**src/rtl/comb_sched.sv**
```systemverilog
// Sequencer for the per-sample comb update stage: pairs dot-product words with
// labels, feeds the comb stage and pipelines its result to the weight-update unit.
module comb_sched #(
    parameter int BITWIDTH       = 32,
    parameter int INPUT_BITWIDTH = 16,
    parameter int COMB_LAT       = 2,
    parameter int CNT_W          = 16
) (
    input  logic                      clk,
    input  logic                      rst_n,
    input  logic                      start,
    input  logic [CNT_W-1:0]          num_samples,
    input  logic [INPUT_BITWIDTH-1:0] mu_cfg,
    output logic                      busy,
    output logic                      done,
    input  logic                      dot_valid,
    output logic                      dot_ready,
    input  logic [BITWIDTH-1:0]       dot_data,
    input  logic                      label_valid,
    output logic                      label_ready,
    input  logic [INPUT_BITWIDTH-1:0] label_data,
    output logic [BITWIDTH-1:0]       comb_data_in,
    output logic [INPUT_BITWIDTH-1:0] comb_bias,
    output logic [INPUT_BITWIDTH-1:0] comb_mu,
    output logic                      comb_valid,
    input  logic [BITWIDTH-1:0]       comb_data_out,
    output logic                      grad_valid,
    input  logic                      grad_ready,
    output logic [BITWIDTH-1:0]       grad_data,
    output logic                      grad_last
);
    typedef enum logic [1:0] {IDLE, RUN, DRAIN, DONE} state_t;
    state_t state, state_nxt;

    logic [CNT_W-1:0]                 n_tgt, issue_cnt, retire_cnt;
    logic signed [INPUT_BITWIDTH-1:0] mu_r;
    logic signed [BITWIDTH-1:0]       data_p0;
    logic signed [INPUT_BITWIDTH-1:0] bias_p0;
    logic                             vld_p0;
    logic signed [BITWIDTH-1:0]       data_pn [1:COMB_LAT-1];
    logic                             vld_pn  [1:COMB_LAT-1];
    logic                             start_ok, stall, issue, grad_hs;

    // A stalled output freezes the whole pipe, so issue is blocked by the same term.
    assign start_ok = (state == IDLE) && start;
    assign stall    = grad_valid && !grad_ready;
    assign issue    = (state == RUN) && dot_valid && label_valid && (issue_cnt < n_tgt) && !stall;
    assign grad_hs  = grad_valid && grad_ready;

    always_ff @(posedge clk or negedge rst_n) begin
        if (!rst_n) state <= IDLE;
        else        state <= state_nxt;
    end

    always_comb begin
        state_nxt = state;
        busy      = start_ok || (state != IDLE);
        done      = (state == DONE);
        case (state)
            IDLE:    if (start) state_nxt = (num_samples == '0) ? DONE : RUN;
            RUN:     if (issue_cnt == n_tgt) state_nxt = DRAIN;
            DRAIN:   if (grad_hs && grad_last) state_nxt = DONE;
            DONE:    state_nxt = IDLE;
            default: state_nxt = IDLE;
        endcase
    end

    always_ff @(posedge clk or negedge rst_n) begin
        if (!rst_n) begin
            n_tgt      <= '0;
            mu_r       <= '0;
            issue_cnt  <= '0;
            retire_cnt <= '0;
        end else if (start_ok) begin
            n_tgt      <= num_samples;
            mu_r       <= mu_cfg;
            issue_cnt  <= '0;
            retire_cnt <= '0;
        end else begin
            if (issue)   issue_cnt  <= issue_cnt + 1'b1;
            if (grad_hs) retire_cnt <= retire_cnt + 1'b1;
        end
    end

    // Stage 0: operand register feeding the comb stage
    always_ff @(posedge clk or negedge rst_n) begin
        if (!rst_n) begin
            vld_p0  <= 1'b0;
            data_p0 <= '0;
            bias_p0 <= '0;
        end else if (!stall) begin
            vld_p0 <= issue;
            if (issue) begin
                data_p0 <= dot_data;
                bias_p0 <= label_data;
            end
        end
    end

    // Stage 1 captures the comb result; later stages are plain delay
    always_ff @(posedge clk or negedge rst_n) begin
        if (!rst_n) begin
            for (int k = 1; k < COMB_LAT; k++) begin
                data_pn[k] <= '0;
                vld_pn[k]  <= 1'b0;
            end
        end else if (!stall) begin
            vld_pn[1] <= vld_p0;
            if (vld_p0) data_pn[1] <= comb_data_out;
            for (int k = 2; k < COMB_LAT; k++) begin
                data_pn[k] <= data_pn[k-1];
                vld_pn[k]  <= vld_pn[k-1];
            end
        end
    end

    assign dot_ready    = issue;
    assign label_ready  = issue;
    assign comb_data_in = data_p0;
    assign comb_bias    = bias_p0;
    assign comb_mu      = mu_r;
    assign comb_valid   = vld_p0;
    assign grad_data    = data_pn[COMB_LAT-1];
    assign grad_valid   = vld_pn[COMB_LAT-1];
    assign grad_last    = grad_valid && (retire_cnt == n_tgt - CNT_W'(1));
endmodule

```
**config.mk**
```make
export PLATFORM = sky130hd
export DESIGN_NAME = comb_sched
export DESIGN_NICKNAME = d
export VERILOG_FILES = /design/src/rtl/comb_sched.sv
export SDC_FILE = /design/constraint.sdc
export NUM_CORES = 1
export LEC_CHECK = 0
export BUFFER_PORTS_ARGS = -buffer_cell sky130_fd_sc_hd__buf_4
export CORE_MARGIN = 10
export CORE_UTILIZATION = 44
export CTS_BUF_LIST = sky130_fd_sc_hd__clkbuf_8
export DETAILED_ROUTE_END_ITERATION = 6
export GPL_ROUTABILITY_DRIVEN = 0
export PLACE_DENSITY = 0.68
export REMOVE_ABC_BUFFERS = 1
export SLEW_MARGIN = 20
export SYNTH_ARGS = -nofsm -noshare
export SYNTH_HDL_FRONTEND = slang
export SYNTH_SLANG_ARGS = --single-unit
```
**constraint.sdc**
```tcl
create_clock -name clk -period 4.96 [get_ports clk]
set_clock_uncertainty 0.1 [all_clocks]
set_input_delay 1.488 -clock clk [delete_from_list [all_inputs] [get_ports clk]]
set_output_delay 1.488 -clock clk [all_outputs]
set_load 0.005 [all_outputs]
```
==> flow_summary.toml <==
[power]
p_leak_nw = 4.88
power_density_nw_per_um2 = 251
ir_worst_vdd_mv = 0.170

[timing]
timing.final.crit_period_ns = 4.79
timing.final.max_slew_violations = 0
timing.final.setup_violations = 0
max_freq_ghz = 0.209
relSlewSlack_pct = 34.5
final.period_utilization_pct = 96.6
timing_hold_violations_final = 0
grt_setup_unrepaired = "false"
fin_tns_setup_ns = 0
timing_worst_slew_pin_value_ns = 0.983

[yosys]
post_synth_most_frequent_cells = "sky130_fd_sc_hd__dfrtp_1, sky130_fd_sc_hd__nand2_1, sky130_fd_sc_hd__mux2_2"
synth_edf_count = 0
ys_dominant_reg_cell = "sky130_fd_sc_hd__dfrtp_1"
post-synth-top-area-cell = "sky130_fd_sc_hd__dfrtp_1"
postSynthRegisterBits = 148
yosys_warnings = 0
synth_cells = 633
synth_top_area_share_pct = 53.2
synth_area_um2 = 6970
synth.yosys.seq_area_share_pct = 53.2
yosysMostFrequentCell = "sky130_fd_sc_hd__dfrtp_1"
post_synth_main_area_contributors = "sky130_fd_sc_hd__dfrtp_1, sky130_fd_sc_hd__mux2_2, sky130_fd_sc_hd__nand2_1, sky130_fd_sc_hd__ha_1, sky130_fd_sc_hd__xnor2_1"
avgSynthCellArea_um2 = 11.0
ys_types = 51
postSynth.asyncResetShare_pct = 100

[drt]
via_count = 5638
route.detailed.drc = 0
ant_nets = 0
post_drt_via_cell_ratio = 5.27
per_cell_routed_wire_length_um = 19.6
detailed_route_iter0_violations = 221
wl_um = 21000
first_pass_iters = 4

[critical_path]
cpPeakStageDelay_ns = 0.71
setup.reg_to_reg.worst_slack_ns = 1.70
worst_setup_path_end_kind = "output port"
timing.critical_path.required_ns = 3.37
cp_max_delay_cell = "sky130_fd_sc_hd__or4_1"
worstSetupStartpointType = "flip-flop"
cp_data_arrival_time_ns = 3.20
timing_worst_setup_path_type = "reg -> out"
timing.critical_path.cells = "or4_1 > nor4_1 > a21o_1 > a32oi_1 > a211oi_2 > or3b_4 > inv_1 > buf_4"
crit_fanout = 9

[clock_network]
htree_num_levels = 4
cts.path.max_buffers = 2
cts.root.buffer_cell = "sky130_fd_sc_hd__clkbuf_8"
clkSlewWorstSetupHoldPaths_ns = 0.09
insertion_delay_ns = 0.45
numCtsBuffers = 17
cts_tree = "built"
clkSinkCount = 148

[place]
dp_cells = 1037
dpl.hpwl_um = 16300
post_dp_cell_area_um2 = 8800
place.port_buffers = 220

[final_layout]
area.sequential_um2 = 3700
post_route_cell_area_um2 = 9230
finish.utilization_pct = 60.0
post_route_cells_drive_above_1_share_pct = 40.6
num-nets-final = 987
diodes = 0
fill_cells = 1282
multi_input_area_um2 = 3030
final-instance-count-excl-fill = 1069
area_growth_pct = 32.5

[floorplanning]
design.die.area_um2 = 21300
chipHeight_um = 146
row_count = 45
die_width_um = 146
placeable_area_um2 = 15400
ios = 221
floorplan.initialDensity_pct = 45.3

[global_routing]
grt_start_max_net_pins = 96
grt_first_pass_wirelength_um = 33300
grt-ovfl-total = 0
groute.usage.overall_pct = 19.6
number_of_global_route_vias_before_repair = 6101
antenna_found_initial = 0

[outcome]
status = "completed"

[hold_path]
hold_class = "reg -> reg"

[job]
max_cap_violations = 0
-- metal layers --
layer  global-route usage [%]  wire length [um]  vias up
met1                     20.4              7620     2766
met4                     6.17               378        0
li1                         -                 -     2624
met3                     9.81              2260       27
met2                     33.9             10700      221
met5                        0                 0        -
-- final cells by class --
type / count / area share, %
tap: 211 / 2.86
multi-input combinational: 427 / 32.8
clock buffer: 21 / 3.13
clock inverter: 11 / 1.50
timing repair buffer: 225 / 18.5
inverter: 26 / 1.06
sequential: 148 / 40.1
-- critical path: cells and delay by family (launching register included) --
kind / cells / cell delay, ns
simple gates: 3 / 1.53
flops: 1 / 0.45
compound gates: 3 / 0.61
buf+inv: 2 / 0.16
-- registers in the layout (all words and copies together) (netlist names) --
name and count:
comb_data_in 32, grad_data 32, comb_bias 16, comb_mu 16
issue_cnt 16, n_tgt 16, retire_cnt 16, state 2
comb_valid 1, grad_valid 1
-- through the flow --
stage,hold slack [ns],power [W],setup slack (ns)
3_3_place_gp,0.362,0.00134,0.632
6_report,0.385,0.00232,0.171
3_5_place_dp,0.368,0.00135,0.613
4_1_cts,0.390,0.00235,0.0981
5_1_grt,0.420,0.00241,0.0306
2_1_floorplan,0.370,0.00124,0.376
-- layout by cell type (no fill, tap or decap), types with 6 or more instances in the layout --
cell type | synthesis | final
sky130_fd_sc_hd__buf_4 | 1 | 223
sky130_fd_sc_hd__dfrtp_1 | 148 | 148
sky130_fd_sc_hd__nand2_1 | 96 | 96
sky130_fd_sc_hd__mux2_2 | 80 | 80
sky130_fd_sc_hd__o21ai_0 | 27 | 27
sky130_fd_sc_hd__inv_1 | 25 | 25
sky130_fd_sc_hd__nor2_1 | 25 | 25
sky130_fd_sc_hd__ha_1 | 24 | 24
sky130_fd_sc_hd__clkbuf_8 | 1 | 21
sky130_fd_sc_hd__a21oi_1 | 19 | 19
sky130_fd_sc_hd__xor2_1 | 17 | 17
sky130_fd_sc_hd__xnor2_1 | 17 | 17
sky130_fd_sc_hd__nand3_1 | 11 | 11
sky130_fd_sc_hd__nand4_1 | 11 | 11
sky130_fd_sc_hd__nor3_1 | 10 | 10
sky130_fd_sc_hd__nor4_1 | 10 | 10
sky130_fd_sc_hd__or4_1 | 9 | 9
sky130_fd_sc_hd__and3_1 | 9 | 9
sky130_fd_sc_hd__nand2b_1 | 6 | 6
sky130_fd_sc_hd__a21o_1 | 6 | 6
-- timing repair --
| item | in CTS | in global routing |
|---|---|---|
| setup buffers | 0 | 0 |
| hold buffers | 0 | 0 |
| setup endpoints to repair | 0 | 1 |
| gates resized for setup | 0 | 1 |
-- logic make-up (layout without fill, tap and decap cells) --
kind of cell | count (synthesis) | after routing | synth area share [%]
buffers and inverters | 58 | 283 | 3.41
AND/OR/NAND/NOR | 206 | 206 | 14.3
AO/OA/AOI/OAI | 80 | 80 | 7.15
flip-flops | 148 | 148 | 53.2
multiplexers | 83 | 83 | 13.4
XOR/XNOR | 34 | 34 | 4.28
adder cells (fa/ha/maj) | 24 | 24 | 4.31
-- final timing paths --
check	from	endpoint	cells after the start
setup / recovery	n_tgt[3]$_DFFE_PN0P_	grad_last	8
setup reg to reg	n_tgt[5]$_DFFE_PN0P_	comb_data_in[31]$_DFFE_PN0P_	10
min in group asynchronous	rst_n	retire_cnt[12]$_DFFE_PN0P_	1
max in group asynchronous	rst_n	grad_data[3]$_DFFE_PN0P_	2
hold / removal	comb_mu[4]$_DFFE_PN0P_	comb_mu[4]$_DFFE_PN0P_	2
hold reg to reg	comb_mu[4]$_DFFE_PN0P_	comb_mu[4]$_DFFE_PN0P_	2
-- report_power, final --
group	internal, W	total (W)	switching [W]
logic	0.0000647	0.000107	0.0000421
registers	0.00121	0.00121	0.00000454
clock network	0.000513	0.00100	0.000488
Note: power is estimated with default switching activity, not from simulation.
